### src/rtl/dmem_arbiter.sv
// dmem_arbiter: round-robin CPU/DMA arbiter for one data-memory port with a one-cycle response stage
// Ports:
//   clk, rst_n                  clock, asynchronous active-low reset
//   a_req/a_we/a_size/a_unsigned/a_addr/a_wdata -> a_gnt/a_rvalid/a_err/a_rdata   CPU port
//   b_req/b_we/b_be/b_addr/b_wdata              -> b_gnt/b_rvalid/b_err/b_rdata   DMA port
//   mem_wmem/mem_rmem/mem_addr/mem_store_data -> memory, mem_load_data <- memory (one cycle after read)
module dmem_arbiter #(
  parameter int ADDR_WIDTH = 15,
  parameter int DATA_WIDTH = 32
) (
  input  logic                  clk,
  input  logic                  rst_n,
  input  logic                  a_req,
  input  logic                  a_we,
  input  logic [1:0]            a_size,
  input  logic                  a_unsigned,
  input  logic [31:0]           a_addr,
  input  logic [DATA_WIDTH-1:0] a_wdata,
  output logic                  a_gnt,
  output logic                  a_rvalid,
  output logic                  a_err,
  output logic [DATA_WIDTH-1:0] a_rdata,
  input  logic                  b_req,
  input  logic                  b_we,
  input  logic [3:0]            b_be,
  input  logic [31:0]           b_addr,
  input  logic [DATA_WIDTH-1:0] b_wdata,
  output logic                  b_gnt,
  output logic                  b_rvalid,
  output logic                  b_err,
  output logic [DATA_WIDTH-1:0] b_rdata,
  output logic [3:0]            mem_wmem,
  output logic [4:0]            mem_rmem,
  output logic [31:0]           mem_addr,
  output logic [DATA_WIDTH-1:0] mem_store_data,
  input  logic [DATA_WIDTH-1:0] mem_load_data
);
  localparam int HI = ADDR_WIDTH + 2;
  logic last_b;
  logic a_bad, b_bad, gnt, g_we, g_err;
  logic [3:0] a_wm;
  logic r_valid, r_owner, r_we, r_uns, r_err;
  logic [1:0] r_size, r_off;
  logic [7:0] lb;
  logic [15:0] hw;
  logic [DATA_WIDTH-1:0] ext;
  logic r_data_ok;
  logic unused_b_lsb;
  assign unused_b_lsb = &{1'b0, b_addr[1:0]};
  // last_b resets high so A wins the first contention
  assign a_gnt = rst_n & a_req & (~b_req | last_b);
  assign b_gnt = rst_n & b_req & ~a_gnt;
  assign gnt = a_gnt | b_gnt;
  assign a_bad = (|a_addr[31:HI]) | (a_size == 2'b11) | (a_size == 2'b01 & a_addr[0])
               | (a_size == 2'b10 & |a_addr[1:0]);
  assign b_bad = |b_addr[31:HI];
  assign g_we = a_gnt ? a_we : b_we;
  assign g_err = a_gnt ? a_bad : b_bad;
  assign a_wm = a_size == 2'b00 ? 4'b0001 << a_addr[1:0]
              : a_size == 2'b01 ? (a_addr[1] ? 4'b1100 : 4'b0011) : 4'b1111;
  assign mem_wmem = (gnt & g_we & ~g_err) ? (a_gnt ? a_wm : b_be) : 4'b0000;
  assign mem_rmem = {4'b0000, gnt & ~g_we & ~g_err};
  assign mem_addr = {{(32-ADDR_WIDTH){1'b0}}, a_gnt ? a_addr[HI-1:2] : b_addr[HI-1:2]};
  assign mem_store_data = ~a_gnt ? b_wdata
                        : a_size == 2'b00 ? {4{a_wdata[7:0]}}
                        : a_size == 2'b01 ? {2{a_wdata[15:0]}} : a_wdata;
  always_ff @(posedge clk or negedge rst_n) begin
    if (!rst_n) begin
      last_b  <= 1'b1;
      r_valid <= 1'b0;
      r_owner <= 1'b0;
      r_we    <= 1'b0;
      r_size  <= 2'b00;
      r_uns   <= 1'b0;
      r_off   <= 2'b00;
      r_err   <= 1'b0;
    end else begin
      r_valid <= gnt;
      if (gnt) begin
        last_b  <= b_gnt;
        r_owner <= b_gnt;
        r_we    <= g_we;
        r_size  <= a_size;
        r_uns   <= a_unsigned;
        r_off   <= a_addr[1:0];
        r_err   <= g_err;
      end
    end
  end
  assign a_rvalid = r_valid & ~r_owner;
  assign b_rvalid = r_valid & r_owner;
  assign a_err = a_rvalid & r_err;
  assign b_err = b_rvalid & r_err;
  // writes and errors return zero data
  assign r_data_ok = ~r_we & ~r_err;
  assign lb = mem_load_data[8*r_off +: 8];
  assign hw = r_off[1] ? mem_load_data[31:16] : mem_load_data[15:0];
  assign ext = r_size == 2'b00 ? {{24{~r_uns & lb[7]}}, lb}
             : r_size == 2'b01 ? {{16{~r_uns & hw[15]}}, hw} : mem_load_data;
  assign a_rdata = (a_rvalid & r_data_ok) ? ext : '0;
  assign b_rdata = (b_rvalid & r_data_ok) ? mem_load_data : '0;
endmodule

### config.mk
export PLATFORM = sky130hd
export DESIGN_NAME = dmem_arbiter
export DESIGN_NICKNAME = d
export VERILOG_FILES = /design/src/rtl/dmem_arbiter.sv
export SDC_FILE = /design/constraint.sdc
export NUM_CORES = 1
export LEC_CHECK = 0
export ABC_AREA = 1
export BUFFER_PORTS_ARGS = -buffer_cell sky130_fd_sc_hd__clkbuf_2
export CAP_MARGIN = 30
export CELL_PAD_IN_SITES_DETAIL_PLACEMENT = 1
export CELL_PAD_IN_SITES_GLOBAL_PLACEMENT = 2
export CORE_MARGIN = 2
export CORE_UTILIZATION = 13
export CTS_BUF_LIST = sky130_fd_sc_hd__clkbuf_4
export CTS_CLUSTER_DIAMETER = 40
export DETAILED_ROUTE_END_ITERATION = 6
export PLACE_DENSITY_LB_ADDON = 0.1
export SETUP_SLACK_MARGIN = 0.02
export SLEW_MARGIN = 20
export SYNTH_ARGS = -nofsm -noshare
export SYNTH_HDL_FRONTEND = slang
export SYNTH_SLANG_ARGS = --single-unit
### constraint.sdc
create_clock -name clk -period 1.99 [get_ports clk]
set_input_delay 0.199 -clock clk [delete_from_list [all_inputs] [get_ports clk]]
set_output_delay 0.199 -clock clk [all_outputs]
set_load 0.03 [all_outputs]
==> impl_metrics.py <==
metrics = {
    "outcome": {
        "status": "complete, but fails checks",
        "violations": "setup timing",
    },
    "clock_tree": {
        "path_clk_slew_ns": 0.06,
        "h-tree-depth": 1,
        "clk_path_buf_depth": 2,
        "cts_sinks": 10,
        "clk-insertion-delay-late_ns": 0.26,
        "cts-root-buf": "clkbuf_4",
        "cts_tree": "done",
        "cts_made_buffers": 3,
    },
    "cells_and_area": {
        "drive_gt1_share_pct": 53.9,
        "final_cells": 1203,
        "layout_commonest_cell": "clkbuf_2",
        "layout_common_cells": "208 x clkbuf_2, 160 x nand2_1, 92 x nor2_1, 80 x buf_4, 50 x inv_1",
        "final_util_pct": 30.2,
        "layout.nets": 1101,
        "area_growth_pct": 127,
        "postLayoutCellArea_um2": 6380,
    },
    "floorplan": {
        "start_util_pct": 13.3,
        "core_area_um2": 21200,
        "dieArea_um2": 22900,
        "num_rows": 53,
        "io_pins": 316,
        "die_h_um": 151,
        "die_w_um": 151,
    },
    "sta": {
        "skew_ns": 0.000107,
        "period_needed_ns": 2.05,
        "finalCritPeriodShare_pct": 103,
        "max_freq_mhz": 487,
        "setup_ws_ns": -0.0643,
        "rsz0062_at_grt": "yes",
        "final_hold_viol_count": 0,
        "setup_viol": 23,
        "slew_viol_final": 0,
    },
    "pwr": {
        "power.density_nw_per_um2": 386,
        "p_switching_w": 0.00128,
        "clkPwrFrac_pct": 6.3,
        "combPwrFrac_pct": 83.3,
        "p_seq_share_pct": 10.4,
        "internal-power_w": 0.00118,
        "power_leakage_nw": 3.54,
        "swShare_pct": 52.1,
        "max-vdd-ir-drop_mv": 0.119,
    },
    "synthesis": {
        "ys_seq_area_share_pct": 8.93,
        "syn_area_per_cell_um2": 4.73,
        "synth_cell_types": 26,
        "yosys_warnings": 0,
        "syn_area_um2": 2820,
        "synth_seq_cells": 10,
        "synth_cells": 595,
    },
    "setup_path": {
        "reg2reg_to": "r_we",
        "critPathRequiredTime_ns": 1.79,
        "reg2regPathDepth": 12,
        "worstSetupStartpointType": "register",
        "critPathArrivalTime_ns": 1.86,
        "reg2reg_slack_ns": -0.05,
        "path_class": "reg2out",
        "cp-end-kind": "primary output",
        "r2r-start": "last_b",
        "critPathSlowestCell": "dfstp_2",
        "path_cells": "inv_2, a21oi_4, buf_12, nand2_4, o21ai_4, nand2_4, nor2_2, buf_6",
        "critPathMaxStageDelay_ns": 0.52,
        "critPathMaxFanout": 7,
        "crit_top_cell": "nand2_4",
    },
    "routing": {
        "drtAntennaViolNets": 0,
        "routed_wl_um": 20200,
        "dr_total_vias": 5022,
        "post-route-drc-count": 0,
        "drtIter0Drc": 93,
        "routedWlPerCell_um": 16.8,
        "first_pass_iters": 4,
        "viasPerCell": 4.17,
    },
    "place": {
        "placed_area_um2": 4630,
        "dp.cells": 1151,
        "preCtsSetupSlack_ns": 0.0192,
        "hpwl_um": 15500,
        "place_congestion": 0.808,
        "io_buffers": 292,
    },
    "global_route": {
        "first_global_vias": 5180,
        "grt_pass1_wl_um": 28700,
        "grt_antenna_before_repair": 1,
        "track_usage_pct": 16.1,
        "grt_max_degree": 33,
        "overflow": 0,
    },
    "hold_path": {
        "min_path_cells": 3,
        "hold_path_end": "r_uns",
        "hold_class": "in2reg",
        "min_from": "a_unsigned",
    },
    "flow_run": {
        "cap_violations": 0,
    },
}
power by group through the flow:
stage          registers (W)  clock network, W  logic [W]
3_5_place_dp        0.000260                 0    0.00145
4_1_cts             0.000257          0.000164    0.00176
6_report            0.000256          0.000156    0.00205
5_1_grt             0.000261          0.000179    0.00222
2_1_floorplan       0.000247                 0   0.000921
3_3_place_gp        0.000260                 0    0.00144
stage by stage:
step / setup TNS [ns] / hold WS (ns) / total power [W]
final: -0.645 / 0.164 / 0.00246
after global routing: -6.66 / 0.177 / 0.00266
after CTS: -4.05 / 0.161 / 0.00218
after detailed placement: 0 / 0.151 / 0.00171
after global placement: 0 / 0.149 / 0.00170
after floorplan: 0 / -0.0966 / 0.00117
worst max path at each step:
stage	startpoint	endpoint	slack, ns
6_report	last_b	mem_wmem[0]	-0.06
5_1_grt	last_b	mem_rmem[0]	-0.17
3_5_place_dp	last_b	mem_wmem[2]	0.02
4_1_cts	last_b	mem_store_data[28]	-0.14
3_3_place_gp	last_b	mem_store_data[15]	0.04
2_1_floorplan	r_owner	a_rdata[10]	0.03
cells by family (layout without fill, tap and decap cells):
logic type,Yosys count,after routing,share of synthesized area (%)
flip-flops,10,10,8.93
AO/OA/AOI/OAI,109,109,21.8
buffers and inverters,112,424,19.0
other,1,22,0.133
AND/OR/NAND/NOR,363,363,50.1
timing repair:
item	CTS	global route
resized for setup	168	256
pin swaps	20	52
hold buffers	2	0
buffers inserted	20	15
cloned	7	6
hold endpoints to repair	9	0
endpoints found under the setup margin	82	87
flip-flops by register name, indices dropped and copies added (netlist names):
name and flops:
r_we 1, r_uns 1, r_off 2, r_size 2, r_owner 1, r_valid 1, last_b 1, r_err 1
worst max-delay path: cells and delay by family (launching register included):
kind / cells / cell delay [ns]
buffers and inverters: 3 / 0.38
AND/OR/NAND/NOR: 3 / 0.28
flip-flops: 1 / 0.52
AO/OA/AOI/OAI: 2 / 0.41
area by class of cell:
cell class,count,area (um^2)
Tap cell,275,344
Clock buffer,4,30.0
Inverter,57,244
Sequential cell,10,255
Timing Repair Buffer,362,2820
Fill cell,2755,14800
Timing Repair inverter,1,8.76
Multi-Input combinational cell,493,2670
Antenna cell,1,2.50
cells in the mapped netlist:
cell type	instances	share of area [%]
nand2_1	215	29
nor2_1	113	15
inv_1	55	7.3
o21ai_0	48	8.5
a21oi_1	31	5.5
nand3_1	27	4.8
buf_4	23	6.1
buf_2	17	3.0
a31oi_1	16	3.6
clkbuf_1	13	1.7
dfrtp_1	9	8.0
a41oi_1	8	2.5
nor3_1	4	0.71
clkinv_1	2	0.27
nor2_2	2	0.44
o211ai_1	2	0.53
a21oi_2	1	0.31
buf_1	1	0.13
buf_6	1	0.40
conb_1	1	0.13
dfstp_2	1	0.93
nand2_2	1	0.22
nand4_1	1	0.22
o211ai_2	1	0.44
o21ai_1	1	0.18
o21bai_1	1	0.27
metal layers:
metal / vias up / track usage (%) / wire [um] / part of all wire [%]
met2: 189 / 31.2 / 11000 / 54
met4: 0 / 2.15 / 120 / 0.59
met1: 2311 / 18.8 / 7770 / 38
met3: 8 / 2.59 / 1330 / 6.6
met5: - / 0 / 0 / 0
li1: 2514 / - / - / -
Note: power is estimated with default switching activity, not from simulation.
